--- src/rtl/alu_pkg.sv ---
// Shared definitions for the registered ALU: operation codes, flag bit positions
// and the top-level sequencing states.
package alu_pkg;

    typedef enum logic [3:0] {
        MODE_NOP  = 4'd0,
        MODE_MOV  = 4'd1,
        MODE_CMP  = 4'd2,
        MODE_TEST = 4'd3,
        MODE_SHL  = 4'd4,
        MODE_SHR  = 4'd5,
        MODE_ADD  = 4'd6,
        MODE_ADC  = 4'd7,
        MODE_SUB  = 4'd8,
        MODE_SBB  = 4'd9,
        MODE_MUL  = 4'd10,
        MODE_AND  = 4'd11,
        MODE_OR   = 4'd12,
        MODE_XOR  = 4'd13,
        MODE_NOT  = 4'd14,
        MODE_SAR  = 4'd15
    } alu_mode_e;

    localparam int FLAG_Z = 7;
    localparam int FLAG_S = 6;
    localparam int FLAG_C = 5;
    localparam int FLAG_V = 4;

    typedef enum logic {
        IDLE     = 1'b0,
        MUL_BUSY = 1'b1
    } alu_state_e;

endpackage

--- src/rtl/alu_mul_seq.sv ---
// Shift-add multiplier: one partial product per cycle, WORD_SIZE iterations,
// done pulses for one cycle once the full 2*WORD_SIZE product is in product.
module alu_mul_seq
    import alu_pkg::*;
#(
    parameter int WORD_SIZE = 8
) (
    input  logic                   clk,
    input  logic                   reset,
    input  logic                   start,
    input  logic [WORD_SIZE-1:0]   a,
    input  logic [WORD_SIZE-1:0]   b,
    output logic                   done,
    output logic [2*WORD_SIZE-1:0] product
);

    localparam int CNT_W = $clog2(WORD_SIZE + 1);
    localparam logic [CNT_W-1:0] LAST_ITER = CNT_W'(WORD_SIZE - 1);

    logic [2*WORD_SIZE-1:0] mcand_reg;
    logic [WORD_SIZE-1:0]   mplier_reg;
    logic [2*WORD_SIZE-1:0] prod_reg;
    logic [CNT_W-1:0]       cnt_reg;
    logic                   run_reg;
    logic                   done_reg;

    always_ff @(posedge clk) begin
        if (reset) begin
            mcand_reg  <= '0;
            mplier_reg <= '0;
            prod_reg   <= '0;
            cnt_reg    <= '0;
            run_reg    <= 1'b0;
            done_reg   <= 1'b0;
        end else if (start) begin
            mcand_reg  <= {{WORD_SIZE{1'b0}}, a};
            mplier_reg <= b;
            prod_reg   <= '0;
            cnt_reg    <= '0;
            run_reg    <= 1'b1;
            done_reg   <= 1'b0;
        end else if (run_reg) begin
            // Multiplicand walks left while the multiplier is consumed LSB first
            if (mplier_reg[0]) begin
                prod_reg <= prod_reg + mcand_reg;
            end
            mcand_reg  <= mcand_reg << 1;
            mplier_reg <= mplier_reg >> 1;
            cnt_reg    <= cnt_reg + 1'b1;
            if (cnt_reg == LAST_ITER) begin
                run_reg  <= 1'b0;
                done_reg <= 1'b1;
            end
        end else begin
            done_reg <= 1'b0;
        end
    end

    assign done    = done_reg;
    assign product = prod_reg;

endmodule

--- src/rtl/alu_seq.sv ---
// Registered execute-stage ALU with valid/ready handshake, clocked flags
// (carry feeds ADC/SBB) and a multi-cycle multiplier.
module alu_seq
    import alu_pkg::*;
#(
    parameter int WORD_SIZE = 8,
    parameter int SHAMT_W   = $clog2(WORD_SIZE) + 1
) (
    input  logic                 clk,
    input  logic                 reset,
    input  logic                 in_valid,
    output logic                 in_ready,
    input  logic [3:0]           mode_select,
    input  logic [WORD_SIZE-1:0] input_A,
    input  logic [WORD_SIZE-1:0] input_B,
    output logic                 out_valid,
    input  logic                 out_ready,
    output logic [WORD_SIZE-1:0] output_C,
    output logic [7:0]           flags,
    output logic                 busy
);

    localparam int MSB = WORD_SIZE - 1;
    localparam logic [WORD_SIZE-1:0] SHIFT_LIMIT = WORD_SIZE[WORD_SIZE-1:0];

    alu_state_e           state_reg, state_next;
    logic [WORD_SIZE-1:0] output_c_reg;
    logic [7:0]           flags_reg;
    logic                 out_valid_reg;

    alu_mode_e            mode;
    logic                 accept;
    logic                 mul_start;
    logic                 mul_done;
    logic                 mul_finish;
    logic [2*WORD_SIZE-1:0] mul_product;
    logic [WORD_SIZE-1:0] prod_lo, prod_hi;
    logic [7:0]           mul_flags;

    logic                 cin_add, cin_sub;
    logic [WORD_SIZE:0]   sum_add, diff_sub;
    logic [SHAMT_W-1:0]   shamt;
    logic                 shift_big;
    logic [WORD_SIZE-1:0] shl_res, shr_res, sar_res;

    logic [WORD_SIZE-1:0] r_next;
    logic                 c_next, v_next;
    logic                 load_c, load_flags, set_valid;
    logic [7:0]           flags_next;

    assign mode      = alu_mode_e'(mode_select);
    assign in_ready  = (state_reg == IDLE) && (!out_valid_reg || out_ready);
    assign accept    = in_valid && in_ready;
    assign mul_start = accept && (mode == MODE_MUL);

    alu_mul_seq #(.WORD_SIZE(WORD_SIZE)) u_mul (
        .clk     (clk),
        .reset   (reset),
        .start   (mul_start),
        .a       (input_A),
        .b       (input_B),
        .done    (mul_done),
        .product (mul_product)
    );

    assign mul_finish = (state_reg == MUL_BUSY) && mul_done;
    assign prod_lo    = mul_product[WORD_SIZE-1:0];
    assign prod_hi    = mul_product[2*WORD_SIZE-1:WORD_SIZE];
    assign mul_flags  = {(prod_lo == '0), prod_lo[MSB], |prod_hi, |prod_hi, 4'b0000};

    // Carry-in only participates for the with-carry variants
    assign cin_add  = (mode == MODE_ADC) && flags_reg[FLAG_C];
    assign cin_sub  = (mode == MODE_SBB) && flags_reg[FLAG_C];
    assign sum_add  = {1'b0, input_A} + {1'b0, input_B} + {{WORD_SIZE{1'b0}}, cin_add};
    assign diff_sub = {1'b0, input_A} - {1'b0, input_B} - {{WORD_SIZE{1'b0}}, cin_sub};

    // Out-of-range amounts are judged on the whole of input_B, not the truncated shamt
    assign shamt     = input_B[SHAMT_W-1:0];
    assign shift_big = (input_B >= SHIFT_LIMIT);
    assign shl_res   = shift_big ? '0 : (input_A << shamt);
    assign shr_res   = shift_big ? '0 : (input_A >> shamt);
    assign sar_res   = shift_big ? {WORD_SIZE{input_A[MSB]}}
                                 : WORD_SIZE'($signed(input_A) >>> shamt);

    always_comb begin
        state_next = state_reg;
        case (state_reg)
            IDLE:     if (mul_start) state_next = MUL_BUSY;
            MUL_BUSY: if (mul_done)  state_next = IDLE;
            default:  state_next = IDLE;
        endcase
    end

    always_comb begin
        r_next     = '0;
        c_next     = 1'b0;
        v_next     = 1'b0;
        load_c     = 1'b0;
        load_flags = 1'b0;
        set_valid  = 1'b0;
        case (mode)
            MODE_NOP: ;
            MODE_MUL: ;
            MODE_MOV: begin
                r_next    = input_B;
                load_c    = 1'b1;
                set_valid = 1'b1;
            end
            MODE_ADD, MODE_ADC: begin
                r_next     = sum_add[MSB:0];
                c_next     = sum_add[WORD_SIZE];
                v_next     = (input_A[MSB] == input_B[MSB]) && (r_next[MSB] != input_A[MSB]);
                load_c     = 1'b1;
                load_flags = 1'b1;
                set_valid  = 1'b1;
            end
            MODE_SUB, MODE_SBB, MODE_CMP: begin
                r_next     = diff_sub[MSB:0];
                c_next     = diff_sub[WORD_SIZE];
                v_next     = (input_A[MSB] != input_B[MSB]) && (r_next[MSB] != input_A[MSB]);
                load_c     = (mode != MODE_CMP);
                load_flags = 1'b1;
                set_valid  = 1'b1;
            end
            MODE_TEST, MODE_AND: begin
                r_next     = input_A & input_B;
                load_c     = (mode == MODE_AND);
                load_flags = 1'b1;
                set_valid  = 1'b1;
            end
            MODE_OR, MODE_XOR, MODE_NOT, MODE_SHL, MODE_SHR, MODE_SAR: begin
                case (mode)
                    MODE_OR:  r_next = input_A | input_B;
                    MODE_XOR: r_next = input_A ^ input_B;
                    MODE_NOT: r_next = ~input_A;
                    MODE_SHL: r_next = shl_res;
                    MODE_SHR: r_next = shr_res;
                    default:  r_next = sar_res;
                endcase
                load_c     = 1'b1;
                load_flags = 1'b1;
                set_valid  = 1'b1;
            end
            default: ;
        endcase
        flags_next = {(r_next == '0), r_next[MSB], c_next, v_next, 4'b0000};
    end

    always_ff @(posedge clk) begin
        if (reset) begin
            state_reg     <= IDLE;
            output_c_reg  <= '0;
            flags_reg     <= '0;
            out_valid_reg <= 1'b0;
        end else begin
            state_reg <= state_next;
            if (mul_finish) begin
                output_c_reg <= prod_lo;
                flags_reg    <= mul_flags;
            end else if (accept) begin
                if (load_c)     output_c_reg <= r_next;
                if (load_flags) flags_reg    <= flags_next;
            end
            // A new result wins over the handoff of the old one in the same cycle
            if (mul_finish || (accept && set_valid)) begin
                out_valid_reg <= 1'b1;
            end else if (out_valid_reg && out_ready) begin
                out_valid_reg <= 1'b0;
            end
        end
    end

    assign out_valid = out_valid_reg;
    assign output_C  = output_c_reg;
    assign flags     = flags_reg;
    assign busy      = (state_reg == MUL_BUSY);

endmodule

--- config.mk ---
export PLATFORM = sky130hd
export DESIGN_NAME = alu_seq
export DESIGN_NICKNAME = d
export VERILOG_FILES = /design/src/rtl/alu_pkg.sv /design/src/rtl/alu_mul_seq.sv /design/src/rtl/alu_seq.sv
export SDC_FILE = /design/constraint.sdc
export NUM_CORES = 1
export LEC_CHECK = 0
export BUFFER_PORTS_ARGS = -buffer_cell sky130_fd_sc_hd__buf_2
export CAP_MARGIN = 20
export CORE_AREA = 3 3 132 147
export DETAILED_ROUTE_END_ITERATION = 10
export DIE_AREA = 0 0 135 150
export SLEW_MARGIN = 20
export SYNTH_ARGS = -nofsm -noshare
export SYNTH_HDL_FRONTEND = slang
export SYNTH_SLANG_ARGS = --single-unit
--- constraint.sdc ---
create_clock -name clk -period 3.4 [get_ports clk]
set_clock_uncertainty 0.2 [all_clocks]
set_input_delay 0.34 -clock clk [delete_from_list [all_inputs] [get_ports clk]]
set_output_delay 0.34 -clock clk [all_outputs]
set_load 0.05 [all_outputs]
==> results of run 1 <==
kinds of logic (layout without fill, tap and decap cells):
group                      count (synthesis)  count (layout)  share of synthesized area (%)
AOI/OAI and AO/OA                        198             198                           24.1
buffers and inverters                     78             127                           5.90
and+or+nand+nor                          253             253                           22.8
DFF                                       60              60                           22.4
adders and majority gates                 52              52                           12.8
other                                      1               4                         0.0699
muxes                                     38              38                           7.82
xor gates and xnor gates                  25              25                           4.08
worst min-delay path by stage:
stage | from | end | slack (ns) | cells past startpoint
after global placement | u_mul.product[14] | u_mul.product[14] | 0.27 | 2
final | input_B[3] | u_mul.mplier_reg[3] | 0.15 | 3
after CTS | input_B[6] | u_mul.mplier_reg[6] | 0.14 | 3
after detailed placement | u_mul.product[14] | u_mul.product[14] | 0.27 | 2
after floorplan | u_mul.product[13] | u_mul.product[13] | 0.25 | 2
after global routing | input_B[6] | u_mul.mplier_reg[6] | 0.16 | 3
synthesized netlist by cell type (6+ instances only):
master and instances:
o21a_1 8, xor2_1 10, o21ai_0 32, clkbuf_1 32, a21oi_1 62, nand2b_1 13
nor3_1 21, mux2i_1 34, a211oi_1 29, ha_1 47, buf_2 7, nand3_1 16
inv_1 28, nor2_1 94, nor2b_1 13, o22ai_1 6, dfxtp_1 60, a21o_1 8
nand2_1 54, xnor2_1 15
power groups by stage:
stage	sequential, µW	clock (µW)	combinational [µW]
floorplan	787	0	347
global placement	750	0	568
detailed placement	750	0	568
CTS	736	1040	571
global route	737	1060	628
finish	736	1020	577
routing by layer:
layer / GRT usage [%] / vias to the layer above
met3: 2.42 / 31
met2: 27.1 / 161
li1: - / 2630
met5: 0 / -
met1: 21.5 / 2467
met4: 5.29 / 0
critical path: stages (launching register included):
cell and delay (ns):
dfxtp_2 0.37, buf_4 0.13, nand3_1 0.10, fa_2 0.37, fa_1 0.42, xnor2_1 0.14, a221oi_1 0.23, o21ai_0 0.20
o31ai_2 0.32, and4_1 0.25, nand4_1 0.09, a311oi_1 0.25
repair_timing:
item / CTS / global route
hold buffers: 0 / 0
endpoints found under the setup margin: 0 / 8
gates resized for setup: 0 / 3
metrics by stage:
| step | cells | util, % | worst slack, ns | TNS [ns] | cell area, µm² |
|---|---|---|---|---|---|
| final | 1000 | 35.0 | 0.234 | 0 | 6350 |
| after global placement | 985 | 33.1 | 0.0139 | 0 | 6000 |
| after global routing | 1000 | 35.0 | 0.0127 | 0 | 6350 |
| after CTS | 1000 | 34.9 | 0.0704 | 0 | 6340 |
| after detailed placement | 985 | 33.1 | -0.0705 | -0.0813 | 6000 |
| after floorplan | 708 | - | 0.00646 | 0 | 5390 |
layout make-up:
type / count / area, µm² / share of cell area (%)
Multi-Input combinational cell: 570 / 3870 / 61.1
Sequential cell: 60 / 1200 / 18.9
Timing Repair Buffer: 81 / 513 / 8.08
Tap cell: 243 / 304 / 4.79
Clock buffer: 12 / 267 / 4.20
Inverter: 31 / 116 / 1.83
Clock inverter: 3 / 68.8 / 1.08
==> metrics.txt, run 1 <==
met3 WL=853 µm; Core ar.=between 15000 and 20000 µm²; Worst-Margin Slew=0.695 ns; sequential area share after synthesis=~22%; max cap viols=0; Max Clock Freq=0.316 GHz; Post-CTS Setup Bufs=0; commonest non-fill, non-tap cell in the layout=nor2_1; Vias=5289; reg2reg setup slack=~0.23 ns; post-DP HPWL=~12000 µm; Max FO, Critical Path=3; Cell Int Power=1640 µW; H-tree level count=3; row cnt=52; sequential share of power=31.6%; Logic pwr share=24.7%; hold violation total from the final report=0; r2r endpoint=flags[7]; Initial Utilization=a little under 30%; wire length on met2=roughly 7800 µm; Routed Antenna Nets=0; Power Dens Cells=368 nW/µm²; Net Sw Power=~700 µW; Min Hold Slack=approximately 0.15 ns; CTS clk-pin slew, worst paths=0.05 ns; ant diodes=0; Post-Syn Area=5360 µm²; Worst Setup Start Kind=register; CTS tree=done; gr ovfl total=0; Worst Path Required=3.45 ns; Worst EP arrival=3.21 ns; fin crit share=93.1%; Hold Crit Class=primary input to register; GRT Resource Usage Total=16.2%; full die area=approximately 20000 µm²; I/O pin cnt=43; Synth area leader=dfxtp_1; commonest cells after routing, fill and taps aside=nor2_1 (94), a21oi_1 (62), dfxtp_1 (59); Mapped Cells=705; Worst setup EP type=register; cells on worst reg2reg path=11; Final min period=between 3 and 4 ns; cell leakage power=0.00259 µW; total CTS buffers=9; synthesis-to-finish area growth=18.3%; unrepaired setup endpoints after global routing=no; clk root buf=clkbuf_16; Max VDD drop=0.219 mV; Die Ht=150 µm; clock share of power=43.7%; gpl congestion=approximately 0.88; drt wl/cell=~17 µm; Synth area leaders=dfxtp_1 (22%), ha_1 (11%), nor2_1 (6.6%); nets@finish=829; Pins Over Slew Limit=0; clock buffer depth=2; Relative slew margins=53.6%; drt first pass iters=5; Critical Path Start=flags[5]; Tot Pwr=2330 µW; Top FF cell, synth=dfxtp_1; fraction of registers with async set/reset=0%; worst setup path category=register to register; first-pass GRT wire length=about 26000 µm; Avg Cell Area, Syn=approximately 7.6 µm²; outcome=finished, final reports clean; Reg-to-Reg Start=flags[5]; Clk Latency, worst-skew pair=0.33 ns; vias in the first global route=4910; crit path capture=flags[7]; Synth cell types=70; Ys Warns=0; largest net degree at the start of global routing=33; post-synth top area share=22.4%; Sw Ratio=29.7%; initial DRC count=480; clk sink count=60; die width=135 µm; antenna violations before repair=0; layout cells sized above 1=approximately 15%; DRC viols=0; EDFF count, synth=0; WL final=16600 µm; #FFs+latches synth=60; IO buf count=38; Top Layer Used=met4; drt via density=roughly 5.3; Filler cells=1918; M1 wire length=7510 µm; Finish-stage setup viols=0
No activity file was read; power rests on OpenSTA's default activity.
==> inputs of run 2 (changes only) <==
--- a/config.mk
+++ b/config.mk
@@ -8,8 +8,10 @@
 export BUFFER_PORTS_ARGS = -buffer_cell sky130_fd_sc_hd__buf_2
 export CAP_MARGIN = 20
 export CORE_AREA = 3 3 132 147
+export CTS_CLUSTER_SIZE = 28
 export DETAILED_ROUTE_END_ITERATION = 10
 export DIE_AREA = 0 0 135 150
+export REMOVE_ABC_BUFFERS = 1
 export SLEW_MARGIN = 20
 export SYNTH_ARGS = -nofsm -noshare
 export SYNTH_HDL_FRONTEND = slang
==> run 2 against run 1 <==
Net effect:
- via count up 0.51%
- critical path type unchanged
- setup slack worse by 0.015 ns
- final cell count increased by 0.30%
- flip-flop and latch count is the same
- largest cell class unchanged
- clock power hardly changed
- register-to-register slack got worse by 0.02 ns
==> metrics.txt, run 2 (synthesis gave the netlist of run 1 again) <==
Clk Latency, worst-skew pair=between 0.3 and 0.4 ns; die width=135 µm; Worst Hold End=u_mul.mplier_reg[6]; grt peak-use layer=met2; Filler cells=around 1900; Pins Over Slew Limit=0; Die Ht=roughly 150 µm; max cap viols=0; hold path cells=3; Finish-stage setup viols=0; antenna violations before repair=0; r2r endpoint=flags[7]; Worst Path Required=3.43 ns; synthesis-to-finish area growth=18.3%; CTS tree=done; gr ovfl total=0; clock buffer depth=2; Hold Crit Class=primary input to register; CTS clk-pin slew, worst paths=0.06 ns; Final min period=3.18 ns; worst setup path category=register to register; vias in the first global route=4959; Routed Antenna Nets=0; drt wl/cell=16.3 µm; Multi-input gate area=3870 µm²; initial DRC count=around 480; Initial Utilization=29.5%; layout cells sized above 1=15.4%; nets@finish=about 830; row cnt=52; Min Hold Slack=0.152 ns; drt first pass iters=5; H-tree level count=3; reg2reg setup slack=roughly 0.22 ns; Tot Pwr=2310 µW; Vias=5316; FF+latch area=around 1200 µm²; GR met1 Demand/Resource=between 20% and 30%; Worst EP arrival=3.22 ns; DRC viols=0; Worst setup EP type=register; WL final=16300 µm; Max FO, Critical Path=4; first-pass GRT wire length=roughly 26000 µm; grt met2 use=roughly 27%; clk sink count=60; drt via density=approximately 5.3; hold path start=input_B[6]; full die area=between 20000 and 25000 µm²; Core ar.=18200 µm²; cells on worst reg2reg path=12; Max VDD drop=0.186 mV; largest net degree at the start of global routing=35; Worst Setup Start Kind=register; fin crit share=around 94%; post-DP HPWL=approximately 12000 µm; IO buf count=38; gpl congestion=0.922; Reg-to-Reg Start=flags[5]; Worst-Margin Slew=0.682 ns; Relative slew margins=54.5%; GRT Resource Usage Total=16.1%; total CTS buffers=9; met3 Use GR=under 10%; Power Dens Cells=363 nW/µm²; Max Clock Freq=0.314 GHz; commonest non-fill, non-tap cell in the layout=nor2_1; clk root buf=clkbuf_16; outcome=finished, final reports clean; I/O pin cnt=43; commonest cells after routing, fill and taps aside=nor2_1 (94), a21oi_1 (62), dfxtp_1 (59); ant diodes=0; Post-CTS Setup Bufs=0; hold violation total from the final report=0; cell leakage power=0.00259 µW; unrepaired setup endpoints after global routing=no
## run 2: changes by cell type in the layout (fill, tap and decap cells not counted), sizes merged
cell	change
buf	+2
clkbuf	-3
clkinv	+2
clkinvlp	+1
inv	+1
## run 2: final cells by class
class	count	share of cell area, %
Clock inverter	7	1.56
Clock buffer	9	3.55
Inverter	31	1.83
Sequential cell	60	18.9
Tap cell	243	4.79
Timing Repair Buffer	83	8.32
Multi-Input combinational cell	570	61.0
## run 2: per-layer routing
metal	wire length, µm	share of wire, %
met1	7280	45
met2	7750	47
met3	690	4.2
met4	614	3.8
met5	0	0
## run 2: worst max path at each step
stage	from	to	cells past startpoint
after global placement	mode_select[3]	flags[7]	15
after CTS	flags[5]	flags[7]	13
final	flags[5]	flags[7]	12
after detailed placement	mode_select[3]	flags[7]	15
after global routing	mode_select[1]	flags[7]	15
after floorplan	out_valid	u_mul.cnt_reg[0]	6
## run 2: report_power, final
part,internal (µW),switching [µW]
clock,644,344
combinational,227,356
sequential,721,14.2
total,1590,715
## run 2: stage by stage
step           area (µm²)  worst slack (ns)  util [%]  TNS, ns  instances
5_1_grt              6350           0.00847      35.0        0       1003
2_1_floorplan        5170            -0.313         -    -8.80        661
3_5_place_dp         6010            -0.147      33.1   -0.345        987
3_3_place_gp         6010           -0.0642      33.1   -0.179        987
4_1_cts              6330            0.0764      34.9        0       1003
6_report             6350             0.219      35.0        0       1003
## run 2: worst max-delay path, cell delays in order (launching register included)
cell,delay [ns]
dfxtp_2,0.40
nand3_1,0.11
fa_1,0.41
fa_1,0.43
nor2b_1,0.12
o21ai_0,0.08
nand2b_1,0.13
xor2_1,0.07
a221o_1,0.29
a211oi_1,0.32
and2_1,0.17
nand4_1,0.09
a311oi_1,0.27
## run 2: what timing repair did
action,in CTS,in global routing
hold buffers,0,0
pin swaps,0,2
setup endpoints to repair,1,3
resized for setup,1,4
==> inputs of run 3 (changes only) <==
--- a/config.mk
+++ b/config.mk
@@ -11,6 +11,7 @@
 export CTS_CLUSTER_SIZE = 28
 export DETAILED_ROUTE_END_ITERATION = 10
 export DIE_AREA = 0 0 135 150
+export PLACE_DENSITY = 0.49
 export REMOVE_ABC_BUFFERS = 1
 export SLEW_MARGIN = 20
 export SYNTH_ARGS = -nofsm -noshare
==> constraint.sdc (replaced) <==
create_clock -name clk -period 3.4 [get_ports clk]
set_clock_uncertainty 0.2 [all_clocks]
set_input_delay 0.17 -clock clk [delete_from_list [all_inputs] [get_ports clk]]
set_output_delay 0.17 -clock clk [all_outputs]
set_load 0.05 [all_outputs]
==> run 3 against run 2 <==
Net effect:
- fmax is essentially flat
- non-clock buffer count shrank 3
- critical path type unchanged
- first-iteration DRC count shrank 16%
==> metrics.txt, run 3 (synthesis gave the netlist of run 1 again) <==
Hold Crit Class=primary input to register; H-tree level count=3; Post-CTS Setup Bufs=0; Min Hold Slack=0.0353 ns; clock buffer depth=2; vias in the first global route=a little over 5000; Pins Over Slew Limit=0; WL final=17500 µm; unrepaired setup endpoints after global routing=no; gr ovfl total=0; Filler cells=1949; hold path cells=3; initial DRC count=398; gpl congestion=0.916; Die Ht=150 µm; Max FO, Critical Path=3; Final Util=34.8%; cell leakage power=0.00257 µW; commonest non-fill, non-tap cell in the layout=nor2_1; antenna violations before repair=0; Core ar.=approximately 18000 µm²; ant diodes=0; Clk Latency, worst-skew pair=0.34 ns; outcome=finished, final reports clean; Final min period=~3.2 ns; CTS clk-pin slew, worst paths=0.06 ns; GRT Resource Usage Total=17.3%; Worst EP arrival=3.23 ns; max cap viols=0; Vias=5252; Finish-stage setup viols=0; Worst setup EP type=register; I/O pin cnt=43; post-DP HPWL=13300 µm; first-pass GRT wire length=27600 µm; full die area=approximately 20000 µm²; IO buf count=38; total CTS buffers=9; Worst-Margin Slew=0.756 ns; worst setup path category=register to register; fin crit share=93.6%; drt first pass iters=5; drt wl/cell=about 17 µm; layout cells sized above 1=14.8%; Relative slew margins=49.0%; synthesis-to-finish area growth=17.8%; Worst Setup Start Kind=register; commonest cells after routing, fill and taps aside=nor2_1 (94), a21oi_1 (61), dfxtp_1 (60); largest net degree at the start of global routing=35; nets@finish=828; Worst Path Required=3.45 ns; DRC viols=0; clk root buf=clkbuf_16; clk sink count=60; row cnt=52; Max Clock Freq=~0.31 GHz; cells on worst reg2reg path=12; Initial Utilization=29.5%; setup TNS=0 ns; Routed Antenna Nets=0; die width=135 µm; CTS tree=done; drt via density=5.25; Max VDD drop=0.162 mV; hold violation total from the final report=0; Power Dens Cells=roughly 360 nW/µm²
run 3: worst paths after layout:
check | endpoint | slack (ns) | start
max | flags[7] | 0.22 | flags[5]
min | u_mul.mplier_reg[4] | 0.04 | input_B[4]
max reg2reg | flags[7] | 0.22 | flags[5]
min reg2reg | output_C[0] | 0.28 | output_C[0]
run 3: layer usage:
| metal | up-vias | GRT usage, % | part of all wire, % |
|---|---|---|---|
| met2 | 151 | 28.1 | 46 |
| met4 | 0 | 7.61 | 3.5 |
| met1 | 2449 | 22.4 | 45 |
| met3 | 30 | 3.06 | 4.8 |
| met5 | - | 0 | 0 |
| li1 | 2622 | - | - |
run 3: through the flow:
| stage | cell area, µm² | worst slack (ns) | cells | power, µW |
|---|---|---|---|---|
| 2_1_floorplan | 5170 | -0.313 | 661 | 1090 |
| 6_report | 6320 | 0.217 | 1000 | 2270 |
| 3_3_place_gp | 5970 | 0.111 | 982 | 1330 |
| 4_1_cts | 6300 | 0.177 | 1000 | 2280 |
| 5_1_grt | 6320 | 0.0133 | 1000 | 2380 |
| 3_5_place_dp | 5970 | 0.0440 | 982 | 1320 |
run 3: what timing repair did:
| action | in CTS | in global routing |
|---|---|---|
| endpoints found under the hold margin | 2 | 0 |
| gates resized for setup | 0 | 5 |
| hold buffers | 2 | 0 |
| endpoints found under the setup margin | 0 | 3 |
run 3: critical path, stage by stage, from the launching register on:
cell      delay (ns)
dfxtp_1         0.38
nand3_1         0.14
fa_1            0.43
fa_1            0.43
nor2b_1         0.12
o21ai_0         0.08
nand2b_1        0.11
xor2_1          0.07
a221o_1         0.29
a211oi_1        0.32
and2_1          0.17
nand4_1         0.09
a311oi_1        0.26
run 3: power breakdown:
part           switching, µW  total [µW]  internal (µW)  leakage (µW)
Combinational            365         584            219       0.00194
Sequential              13.4         734            721      0.000485
Clock                    341         949            608      0.000152
run 3: final cells by class:
class                   instances  area (µm²)  share of cell area [%]
multi-input cells             570        3870                    61.3
flip-flops and latches         60        1200                    19.0
repair buffers                 80         510                    8.08
well taps                     243         304                    4.81
clock buffers                  11         253                    4.00
inverters                      31         116                    1.84
clock inverters                 5        60.1                   0.951
